--- src/rtl/tlb_pkg.sv ---
// -----------------------------------------------------------------------------
// tlb_pkg -- shared types and helpers for the TLB slice.
//   Field widths, the stored entry layout, the page-half view that a search
//   returns, the invalidate FSM state type and a page-half selector.
// -----------------------------------------------------------------------------
`timescale 1ns/1ps
package tlb_pkg;

  localparam int VPN2_W = 19;
  localparam int ASID_W = 8;
  localparam int PFN_W  = 20;
  localparam int C_W    = 3;

  // One TLB entry minus its valid bit; the valid bits live in a separate
  // vector so they alone can be reset.
  typedef struct packed {
    logic [VPN2_W-1:0] vpn2;
    logic [ASID_W-1:0] asid;
    logic              g;
    logic [PFN_W-1:0]  pfn0;
    logic [C_W-1:0]    c0;
    logic              d0;
    logic              v0;
    logic [PFN_W-1:0]  pfn1;
    logic [C_W-1:0]    c1;
    logic              d1;
    logic              v1;
  } tlb_entry_t;

  // The even or odd page half of an entry, as delivered by a search.
  typedef struct packed {
    logic [PFN_W-1:0] pfn;
    logic [C_W-1:0]   c;
    logic             d;
    logic             v;
  } tlb_page_t;

  typedef enum logic {INV_IDLE, INV_SWEEP} inv_state_t;

  function automatic tlb_page_t sel_page(input tlb_entry_t ent, input logic odd);
    tlb_page_t p;
    if (odd) begin
      p.pfn = ent.pfn1; p.c = ent.c1; p.d = ent.d1; p.v = ent.v1;
    end else begin
      p.pfn = ent.pfn0; p.c = ent.c0; p.d = ent.d0; p.v = ent.v0;
    end
    return p;
  endfunction

endpackage

--- src/rtl/tlb_match.sv ---
// -----------------------------------------------------------------------------
// tlb_match -- combinational lookup of one search key against all entries.
//   ents/e      : entry table and per-entry valid bits
//   vpn2/asid   : search key
//   found/index : any hit, and the lowest hitting index (0 on a miss)
//   multi       : two or more entries hit (only with TLB_MULTIHIT_DET_EN)
// -----------------------------------------------------------------------------
`timescale 1ns/1ps
module tlb_match
  import tlb_pkg::*;
#(
  parameter  int TLBNUM = 16,
  localparam int IDXW   = $clog2(TLBNUM)
) (
  input  tlb_entry_t          ents [TLBNUM],
  input  logic [TLBNUM-1:0]   e,
  input  logic [VPN2_W-1:0]   vpn2,
  input  logic [ASID_W-1:0]   asid,
`ifdef TLB_MULTIHIT_DET_EN
  output logic                multi,
`endif
  output logic                found,
  output logic [IDXW-1:0]     index
);

  logic [TLBNUM-1:0] hit;

  // NOTE: combinational blocks use blocking '=' so each statement sees the
  // value written just above it; registers elsewhere use '<=' only.
  always_comb begin
    for (int i = 0; i < TLBNUM; i++) begin
      hit[i] = e[i] && (ents[i].vpn2 == vpn2) && ((ents[i].asid == asid) || ents[i].g);
    end
  end

  // Walk from the top so the lowest hitting index is the last one written.
  // NOTE: index gets a default before the loop so no path leaves it unassigned
  // (which would infer a latch).
  always_comb begin
    index = '0;
    for (int i = TLBNUM - 1; i >= 0; i--) begin
      if (hit[i]) index = IDXW'(i);
    end
  end

  assign found = |hit;

`ifdef TLB_MULTIHIT_DET_EN
  // Clearing the lowest set bit leaves something only if two or more were set.
  assign multi = |(hit & (hit - TLBNUM'(1)));
`endif

endmodule

--- src/rtl/tlb_pipe.sv ---
// -----------------------------------------------------------------------------
// tlb_pipe -- fully associative TLB with two registered search ports, one
//   write port, a combinational read port, an invalidate sweep and a random
//   replacement index.
//   clk, reset        : clock, asynchronous active-high reset
//   s0_*/s1_*         : search request/key in, registered result one cycle later
//   we, w_*           : entry write (sets the entry valid)
//   r_index, r_*      : combinational read of one entry, r_e = entry valid
//   inv_req/all/asid  : start a sweep (clear all, or non-global entries of asid)
//   inv_busy          : sweep in progress, one entry per cycle
//   wired, rnd_index  : random index counts down, reloading at wired
//   multihit          : present only with macro TLB_MULTIHIT_DET_EN defined
// -----------------------------------------------------------------------------
`timescale 1ns/1ps
module tlb_pipe
  import tlb_pkg::*;
#(
  parameter  int TLBNUM = 16,
  localparam int IDXW   = $clog2(TLBNUM)
) (
  input  logic              clk,
  input  logic              reset,
`ifdef TLB_MULTIHIT_DET_EN
  output logic              multihit,
`endif
  // search port 0
  input  logic              s0_req,
  input  logic [VPN2_W-1:0] s0_vpn2,
  input  logic              s0_odd_page,
  input  logic [ASID_W-1:0] s0_asid,
  output logic              s0_rvalid,
  output logic              s0_found,
  output logic [IDXW-1:0]   s0_index,
  output logic [PFN_W-1:0]  s0_pfn,
  output logic [C_W-1:0]    s0_c,
  output logic              s0_d,
  output logic              s0_v,
  // search port 1
  input  logic              s1_req,
  input  logic [VPN2_W-1:0] s1_vpn2,
  input  logic              s1_odd_page,
  input  logic [ASID_W-1:0] s1_asid,
  output logic              s1_rvalid,
  output logic              s1_found,
  output logic [IDXW-1:0]   s1_index,
  output logic [PFN_W-1:0]  s1_pfn,
  output logic [C_W-1:0]    s1_c,
  output logic              s1_d,
  output logic              s1_v,
  // write port
  input  logic              we,
  input  logic [IDXW-1:0]   w_index,
  input  logic [VPN2_W-1:0] w_vpn2,
  input  logic [ASID_W-1:0] w_asid,
  input  logic              w_g,
  input  logic [PFN_W-1:0]  w_pfn0,
  input  logic [C_W-1:0]    w_c0,
  input  logic              w_d0,
  input  logic              w_v0,
  input  logic [PFN_W-1:0]  w_pfn1,
  input  logic [C_W-1:0]    w_c1,
  input  logic              w_d1,
  input  logic              w_v1,
  // read port
  input  logic [IDXW-1:0]   r_index,
  output logic [VPN2_W-1:0] r_vpn2,
  output logic [ASID_W-1:0] r_asid,
  output logic              r_g,
  output logic [PFN_W-1:0]  r_pfn0,
  output logic [C_W-1:0]    r_c0,
  output logic              r_d0,
  output logic              r_v0,
  output logic [PFN_W-1:0]  r_pfn1,
  output logic [C_W-1:0]    r_c1,
  output logic              r_d1,
  output logic              r_v1,
  output logic              r_e,
  // invalidate sweep
  input  logic              inv_req,
  input  logic              inv_all,
  input  logic [ASID_W-1:0] inv_asid,
  output logic              inv_busy,
  // random replacement
  input  logic [IDXW-1:0]   wired,
  output logic [IDXW-1:0]   rnd_index
);

  localparam logic [IDXW-1:0] LAST = IDXW'(TLBNUM - 1);

  tlb_entry_t        ents [TLBNUM];
  logic [TLBNUM-1:0] e;
  tlb_entry_t        w_ent;

  inv_state_t        inv_state, inv_state_nxt;
  logic [IDXW-1:0]   inv_ptr;
  logic              inv_all_q;
  logic [ASID_W-1:0] inv_asid_q;
  logic              sweep_clr;

  logic              m0_found, m1_found;
  logic [IDXW-1:0]   m0_index, m1_index;
  tlb_page_t         pg0, pg1, s0_pg_q, s1_pg_q;

  // ---------------- lookup ----------------
  // Searches see the table as it stood before this edge's write or sweep step.
`ifdef TLB_MULTIHIT_DET_EN
  logic m0_multi, m1_multi;
`endif

  tlb_match #(.TLBNUM(TLBNUM)) u_match0 (
    .ents(ents), .e(e), .vpn2(s0_vpn2), .asid(s0_asid),
`ifdef TLB_MULTIHIT_DET_EN
    .multi(m0_multi),
`endif
    .found(m0_found), .index(m0_index)
  );

  tlb_match #(.TLBNUM(TLBNUM)) u_match1 (
    .ents(ents), .e(e), .vpn2(s1_vpn2), .asid(s1_asid),
`ifdef TLB_MULTIHIT_DET_EN
    .multi(m1_multi),
`endif
    .found(m1_found), .index(m1_index)
  );

  assign pg0 = m0_found ? sel_page(ents[m0_index], s0_odd_page) : '0;
  assign pg1 = m1_found ? sel_page(ents[m1_index], s1_odd_page) : '0;

  // Result registers load only on a request and otherwise hold.
  always_ff @(posedge clk or posedge reset) begin
    if (reset) begin
      s0_rvalid <= 1'b0; s0_found <= 1'b0; s0_index <= '0; s0_pg_q <= '0;
      s1_rvalid <= 1'b0; s1_found <= 1'b0; s1_index <= '0; s1_pg_q <= '0;
    end else begin
      s0_rvalid <= s0_req;
      s1_rvalid <= s1_req;
      if (s0_req) begin
        s0_found <= m0_found; s0_index <= m0_index; s0_pg_q <= pg0;
      end
      if (s1_req) begin
        s1_found <= m1_found; s1_index <= m1_index; s1_pg_q <= pg1;
      end
    end
  end

  assign {s0_pfn, s0_c, s0_d, s0_v} = s0_pg_q;
  assign {s1_pfn, s1_c, s1_d, s1_v} = s1_pg_q;

`ifdef TLB_MULTIHIT_DET_EN
  always_ff @(posedge clk or posedge reset) begin
    if (reset) multihit <= 1'b0;
    else       multihit <= (s0_req && m0_multi) || (s1_req && m1_multi);
  end
`endif

  // ---------------- table storage ----------------
  assign w_ent = '{vpn2: w_vpn2, asid: w_asid, g: w_g,
                   pfn0: w_pfn0, c0: w_c0, d0: w_d0, v0: w_v0,
                   pfn1: w_pfn1, c1: w_c1, d1: w_d1, v1: w_v1};

  // NOTE: the entry array is deliberately left without reset; only the valid
  // bits need a known state, and a reset-free array maps onto plain RAM/flops.
  always_ff @(posedge clk) begin
    if (we) ents[w_index] <= w_ent;
  end

  // A write issued in the same cycle as the sweep step on that entry is the
  // later assignment, so the entry stays valid.
  always_ff @(posedge clk or posedge reset) begin
    if (reset) begin
      e <= '0;
    end else begin
      if (sweep_clr) e[inv_ptr] <= 1'b0;
      if (we)        e[w_index] <= 1'b1;
    end
  end

  assign r_e = e[r_index];
  assign {r_vpn2, r_asid, r_g, r_pfn0, r_c0, r_d0, r_v0,
          r_pfn1, r_c1, r_d1, r_v1} = ents[r_index];

  // ---------------- invalidate sweep ----------------
  always_ff @(posedge clk or posedge reset) begin
    if (reset) inv_state <= INV_IDLE;
    else       inv_state <= inv_state_nxt;
  end

  always_comb begin
    inv_state_nxt = inv_state;
    case (inv_state)
      INV_IDLE:  if (inv_req)          inv_state_nxt = INV_SWEEP;
      INV_SWEEP: if (inv_ptr == LAST)  inv_state_nxt = INV_IDLE;
      default:                         inv_state_nxt = INV_IDLE;
    endcase
  end

  always_ff @(posedge clk or posedge reset) begin
    if (reset) begin
      inv_ptr    <= '0;
      inv_all_q  <= 1'b0;
      inv_asid_q <= '0;
    end else if (inv_state == INV_IDLE) begin
      if (inv_req) begin
        inv_ptr    <= '0;
        inv_all_q  <= inv_all;
        inv_asid_q <= inv_asid;
      end
    end else begin
      inv_ptr <= inv_ptr + IDXW'(1);
    end
  end

  // Gating on e keeps never-written entries (unknown fields) out of the test.
  assign sweep_clr = (inv_state == INV_SWEEP) && e[inv_ptr] &&
                     (inv_all_q || ((ents[inv_ptr].asid == inv_asid_q) && !ents[inv_ptr].g));
  assign inv_busy  = (inv_state == INV_SWEEP);

  // ---------------- random replacement ----------------
  // Reloading on equality also holds the counter at LAST when wired == LAST.
  always_ff @(posedge clk or posedge reset) begin
    if (reset)                 rnd_index <= LAST;
    else if (rnd_index == wired) rnd_index <= LAST;
    else                       rnd_index <= rnd_index - IDXW'(1);
  end

endmodule

--- config.mk ---
export PLATFORM = sky130hd
export DESIGN_NAME = tlb_pipe
export DESIGN_NICKNAME = d
export VERILOG_FILES = /design/src/rtl/tlb_pkg.sv /design/src/rtl/tlb_match.sv /design/src/rtl/tlb_pipe.sv
export SDC_FILE = /design/constraint.sdc
export NUM_CORES = 2
export LEC_CHECK = 0
export ABC_AREA = 0
export CAP_MARGIN = 10
export CORE_ASPECT_RATIO = 0.7
export CORE_MARGIN = 4
export CORE_UTILIZATION = 40
export DETAILED_ROUTE_END_ITERATION = 8
export GPL_TIMING_DRIVEN = 0
export SYNTH_ARGS = -nofsm -noshare
export SYNTH_HDL_FRONTEND = slang
export SYNTH_SLANG_ARGS = --single-unit
--- constraint.sdc ---
create_clock -name clk -period 5.4 [get_ports clk]
set_input_delay 1.62 -clock clk [delete_from_list [all_inputs] [get_ports clk]]
set_output_delay 1.62 -clock clk [all_outputs]
set_load 0.1 [all_outputs]
# After elaboration in Yosys (flattened, before gate mapping)
# Index checks and enable logic that the tools add are counted.
# W data, S select, Z words.
[totals]
reg_bits = 1344
latch_bits = 0
mem_bits_rw = 0
rom_bits = 0
in_bits = 161
out_inout_bits = 146
wordCells = 460
mem_count = 0
[op_classes]
add_sub_neg = 2
mul = 0
div_mod_pow = 0
n_lt_le_gt_ge = 11
eq_ne = 67
n_shift = 0
n_mux = 67
bitwise = 9
n_reduce_logical = 108
[op_table]
columns = ["cell", "n"]
rows = [
  ["$bmux W78 S4", 4],
  ["$bwmux W1248", 1],
  ["$eq A19 B19 Y1", 32],
  ["$demux W78 S4", 1],
  ["$eq A8 B8 Y1", 33],
  ["$mux W78", 3],
  ["$mux W50", 4],
  ["$mux W4", 35],
  ["$mux W59", 2],
  ["$mux W25", 4],
  ["$logic_and A1 B1 Y1", 70],
  ["$logic_or A1 B1 Y1", 33],
  ["$mux W16", 2],
  ["$reduce_or A16 Y1", 2],
  ["$ge A5 B5 Y1 const B", 5],
  ["$not A4 Y5", 5],
  ["$and A16 B16 Y16", 1],
  ["$not A16 Y16", 1],
  ["$or A16 B16 Y16", 1],
  ["$lt A4 B5 Y1 const B", 3],
  ["$bmux W1 S4", 2],
  ["$demux W1 S4", 2],
  ["$ge A4 B1 Y1 const B", 2],
  ["$mux W1", 6],
  ["10 further kinds", 10],
]

# Longest topological paths before layout
[logic_depth]
word_depth = 25
ltp_mapped = 18
mapped_depth_nobuf = 12

# Modules after synthesis
# A second synthesis with hierarchy kept.
[hier_totals]
cells_unflattened = 4247
hier_area_um2 = 75394.8
[modules_own_cells]
columns = ["mod", "instances", "cells_each", "area_each_um2", "seq_area_each_um2"]
rows = [
  ["tlb_pipe", 1, 2889, 64509.4, 39883.3],
  ["tlb_match", 2, 679, 5442.7, 0.0],
]

# Worst setup path after synthesis
# Ideal clock, no wire load.
[synth_timing]
path_kind = "input port to flip-flop"
start = "input w_index[2]"
end = "register ents[1170] (netlist name)"
setup_ns = 0.612
t_arrival_ns = 7.547
required_ns = 4.788
setup_slack_ns = -2.760
stages = 3
n_path_buf = 1
path_cell_list = "or3b_2 clkbuf_1 nor3_1"
[synth_lines]
columns = ["element", "line", "text"]
rows = [
  ["start, declared", "tlb_pipe.sv:52", "input logic [IDXW-1:0] w_index,"],
]

# Worst setup path in the final report
[layout_timing]
start = "input r_index[0]"
end = "output r_vpn2[7]"
[layout_via]
elab_chain_cells = 4
[layout_rtl]
columns = ["element", "line", "text"]
rows = [
  ["start, declared", "tlb_pipe.sv:65", "input logic [IDXW-1:0] r_index,"],
  ["$not A4 Y5 (implied by the code)", "tlb_pipe.sv:180", "r_pfn1, r_c1, r_d1, r_v1} = ents[r_index];"],
  ["$bmux W78 S4", "tlb_pipe.sv:180", ""],
  ["$mux W78 (implied by the code) (2 in series)", "tlb_pipe.sv:180", ""],
  ["end, declared", "tlb_pipe.sv:66", "output logic [VPN2_W-1:0] r_vpn2,"],
]
# Every way passes these cells. The select of a mux whose other input is x is not followed.

==> summary.txt <==
Floorplan
  – Starting density of the core: 40.2%
  – Row count: 136
  – Die height: around 380 um
  – Die Wd: about 540 um
  – Die area: ~210,000 um2
  – IO Pins: ~310
  – Core area: between 150,000 and 200,000 um2

Cells and area
  – Share of post-route cells with drive strength above 1: a little over a quarter
  – Design area: roughly 96,000 um2
  – Filler cell count: about 17,000
  – Fin nets: roughly 6,400
  – Layout area overhead: 21.7%

GRT
  – Initial antenna violation count: slightly above 40
  – Total track usage: between 40% and 50%
  – Largest net degree at the start of global routing: 67
  – Vias in the first global route: slightly below 60,000
  – Overflow left after global routing: 0
  – Global-route wire length before repair: 554,000 um

Place
  – IO buf count: approximately 250
  – Placed Area: 87,400 um2
  – Placer Congestion: approximately 1.1
  – HPWL Detailed: approximately 320,000 um

Clock tree
  – CTS buffer count: 150
  – Clock Latency Late Sink: ~830 ps
  – Worst-path clk slew: 70 ps
  – TritonCTS Sinks: between 1,000 and 1,500
  – Clock Path Buffers: 3
  – TritonCTS clock tree: done
  – Clock root buffer: clkbuf_16
  – # H-tree levels: 4

Timing
  – Max Freq: 177 MHz
  – Setup_tns: -10,890 ps
  – # setup viols final: between 100 and 150
  – RSZ-0062 raised after global routing: true
  – Hold Fails Final Rpt: 0
  – Final min period: roughly 5600 ps
  – Period Utilization, post-route: 104%
  – Fin. max-slew vios: 0
  – Rel. slew slack: 7.70%
  – Final setup margin: -239 ps
  – Worst slew pin tran: 1380 ps
  – Setup Skew: around 41 ps

Drt
  – Vias: around 64,000
  – Final ANT Viol Nets: 0
  – First-pass detailed-route iteration total: 8
  – Drt total wl: around 430,000 um
  – Routed WL per cell: 47.2 um
  – DRC: 0
  – Initial DRC count: ~12,000
  – Vias per cell: about 7.0

Worst setup path
  – Maximum net fanout on the critical path: 8
  – Worst EP arrival: between 4000 and 5000 ps
  – WS Path Type: in -> out
  – CP Data Required Time: between 3000 and 4000 ps
  – CP Capture Type: output port
  – Crit start category: input pin

Power and ir drop
  – LEAKAGE: around 0.031 uW
  – Peak supply drop: between 0.2 and 0.25 mV
  – P per Cell Area: 295 nW/um2

Yosys
  – Synth warnings: 0
  – Library cells used by synthesis: 91
  – Syn_nets: 5,860
  – FFs w/ async S/R, synth: slightly above 7%
  – Ys flop type: edfxtp_1
  – Register area share after synthesis: between 50% and 60%
  – Post-Syn Instances: 5,694
  – Synth Register Bits: 1,344
  – Synth Cell Area: 79,100 um2
  – Post-synth EDFFs: 1,248
  – Synth Area per Inst: approximately 14 um2

Run
  – Max-Cap Viols: 0

Worst hold path
  – Hold Path Class: reg -> reg

Status
  – Status: finished with violations
  – Failing checks: negative setup slack
power by group:
part	switching (uW)	total, uW	internal [uW]
Combinational	3240	5010	1780
Sequential	570	12300	11700
Clock	4750	11100	6330
Total	8560	28400	19800
timing repair:
| action | CTS | global route |
|---|---|---|
| gates resized for setup | 1102 | 263 |
| setup endpoints to repair | 134 | 145 |
| buffers inserted | 29 | 26 |
| hold buffers | 0 | 0 |
| cloned | 1 | 0 |
| pin swaps | 30 | 34 |
cells in the mapped netlist, types with 66 or more instances:
| cell type | number | share of area [%] |
|---|---|---|
| buf_4 | 80 | 0.76 |
| mux4_2 | 445 | 13 |
| xor2_1 | 655 | 7.3 |
| buf_2 | 96 | 0.61 |
| clkbuf_1 | 154 | 0.73 |
| a21oi_1 | 99 | 0.63 |
| o21ai_0 | 203 | 1.3 |
| nor2_1 | 116 | 0.55 |
| edfxtp_1 | 1248 | 47 |
| mux2i_1 | 740 | 9.4 |
| nand3_1 | 107 | 0.68 |
| nor4_1 | 251 | 2.0 |
| xnor2_1 | 222 | 2.5 |
| nor3_1 | 66 | 0.42 |
| dfrtp_1 | 92 | 2.9 |
| nand4_1 | 99 | 0.78 |
| nand2_1 | 157 | 0.74 |
| o22ai_1 | 141 | 1.1 |
| mux2_2 | 66 | 0.94 |
worst paths after layout:
| check | slack, ps | to | start | cells past startpoint |
|---|---|---|---|---|
| max in group asynchronous | 3350 | s0_v | reset | 3 |
| hold / removal | 480 | rnd_index[0] | rnd_index[0] | 1 |
| setup reg to reg | 250 | s1_pfn[15] | ents[447] | 14 |
| min in group asynchronous | 1160 | inv_asid_q[1] | reset | 2 |
| hold reg to reg | 480 | rnd_index[0] | rnd_index[0] | 1 |
| setup / recovery | -240 | r_vpn2[7] | r_index[0] | 8 |
cell usage in the layout (no fill, tap or decap), types with 66 or more instances in the layout:
cell type           n
mux4_2            445
mux2_2             66
xnor2_1           222
mux2i_1           731
xor2_1            651
nand2_1           154
buf_4             154
nand4_1            99
edfxtp_1         1248
clkdlybuf4s50_1   160
dfrtp_1            92
buf_12             77
buf_6             125
nor2_1             79
o21ai_0           185
buf_8              66
nor4_1            203
nand3_1           102
clkbuf_16         159
o22ai_1           126
layer usage:
| metal | global-route usage (%) | vias to the layer above | wire length [um] | part of all wire, % |
|---|---|---|---|---|
| met3 | 25.0 | 902 | 81800 | 19 |
| met4 | 13.0 | 25 | 16500 | 3.9 |
| met1 | 55.1 | 32800 | 166000 | 39 |
| met2 | 50.9 | 6040 | 161000 | 38 |
| li1 | - | 23800 | - | - |
| met5 | 0.904 | - | 495 | 0.12 |
cell type report:
cell class / instances / area, um2 / share of cell area, %
Sequential cell: 1344 / 39900 / 41.4
Multi-Input combinational cell: 3860 / 38300 / 39.8
Timing Repair Buffer: 419 / 5390 / 5.60
Clock buffer: 183 / 4000 / 4.15
Buffer: 422 / 3970 / 4.12
Tap cell: 2622 / 3280 / 3.41
Clock inverter: 93 / 1150 / 1.20
Inverter: 64 / 245 / 0.255
Antenna cell: 20 / 50.0 / 0.0520
cell families (layout without fill, tap and decap cells):
group           count (synthesis)  after routing  synth area share (%)
buf+inv                       490           1181                  3.46
fa+ha+maj                       5              5                0.0791
xor+xnor                      879            879                  9.75
simple gates                 1003           1003                  7.23
compound gates                715            715                  5.99
other cells                     0             20                     0
mux                          1258           1258                  23.1
flops                        1344           1344                  50.4
worst max-delay path, stage by stage:
cell	delay [ps]
clkbuf_16	120
buf_16	160
clkbuf_16	190
buf_16	210
buf_12	170
mux4_2	650
mux4_2	600
buf_6	230
per-stage QoR:
| stage | utilization (%) | total power (uW) | hold WS, ps | setup WS, ps | cells |
|---|---|---|---|---|---|
| finish | 49.0 | 28400 | 485 | -239 | 9027 |
| floorplan | - | 15100 | 481 | -616 | 5694 |
| CTS | 48.3 | 28100 | 489 | -168 | 8981 |
| global placement | 43.2 | 17000 | 462 | -6250 | 8564 |
| global route | 49.0 | 28900 | 509 | -191 | 9014 |
| detailed placement | 44.5 | 17100 | 473 | -3130 | 8678 |
registers in the layout, indices dropped and copies added, names as in the netlist, 3 cells and up:
register,count
s1_index,4
inv_asid_q,8
s0_pfn,20
inv_ptr,4
s0_index,4
s1_pfn,20
s0_c,3
e,16
ents,1248
s1_c,3
rnd_index,4
No activity file was read; power rests on OpenSTA's default activity.
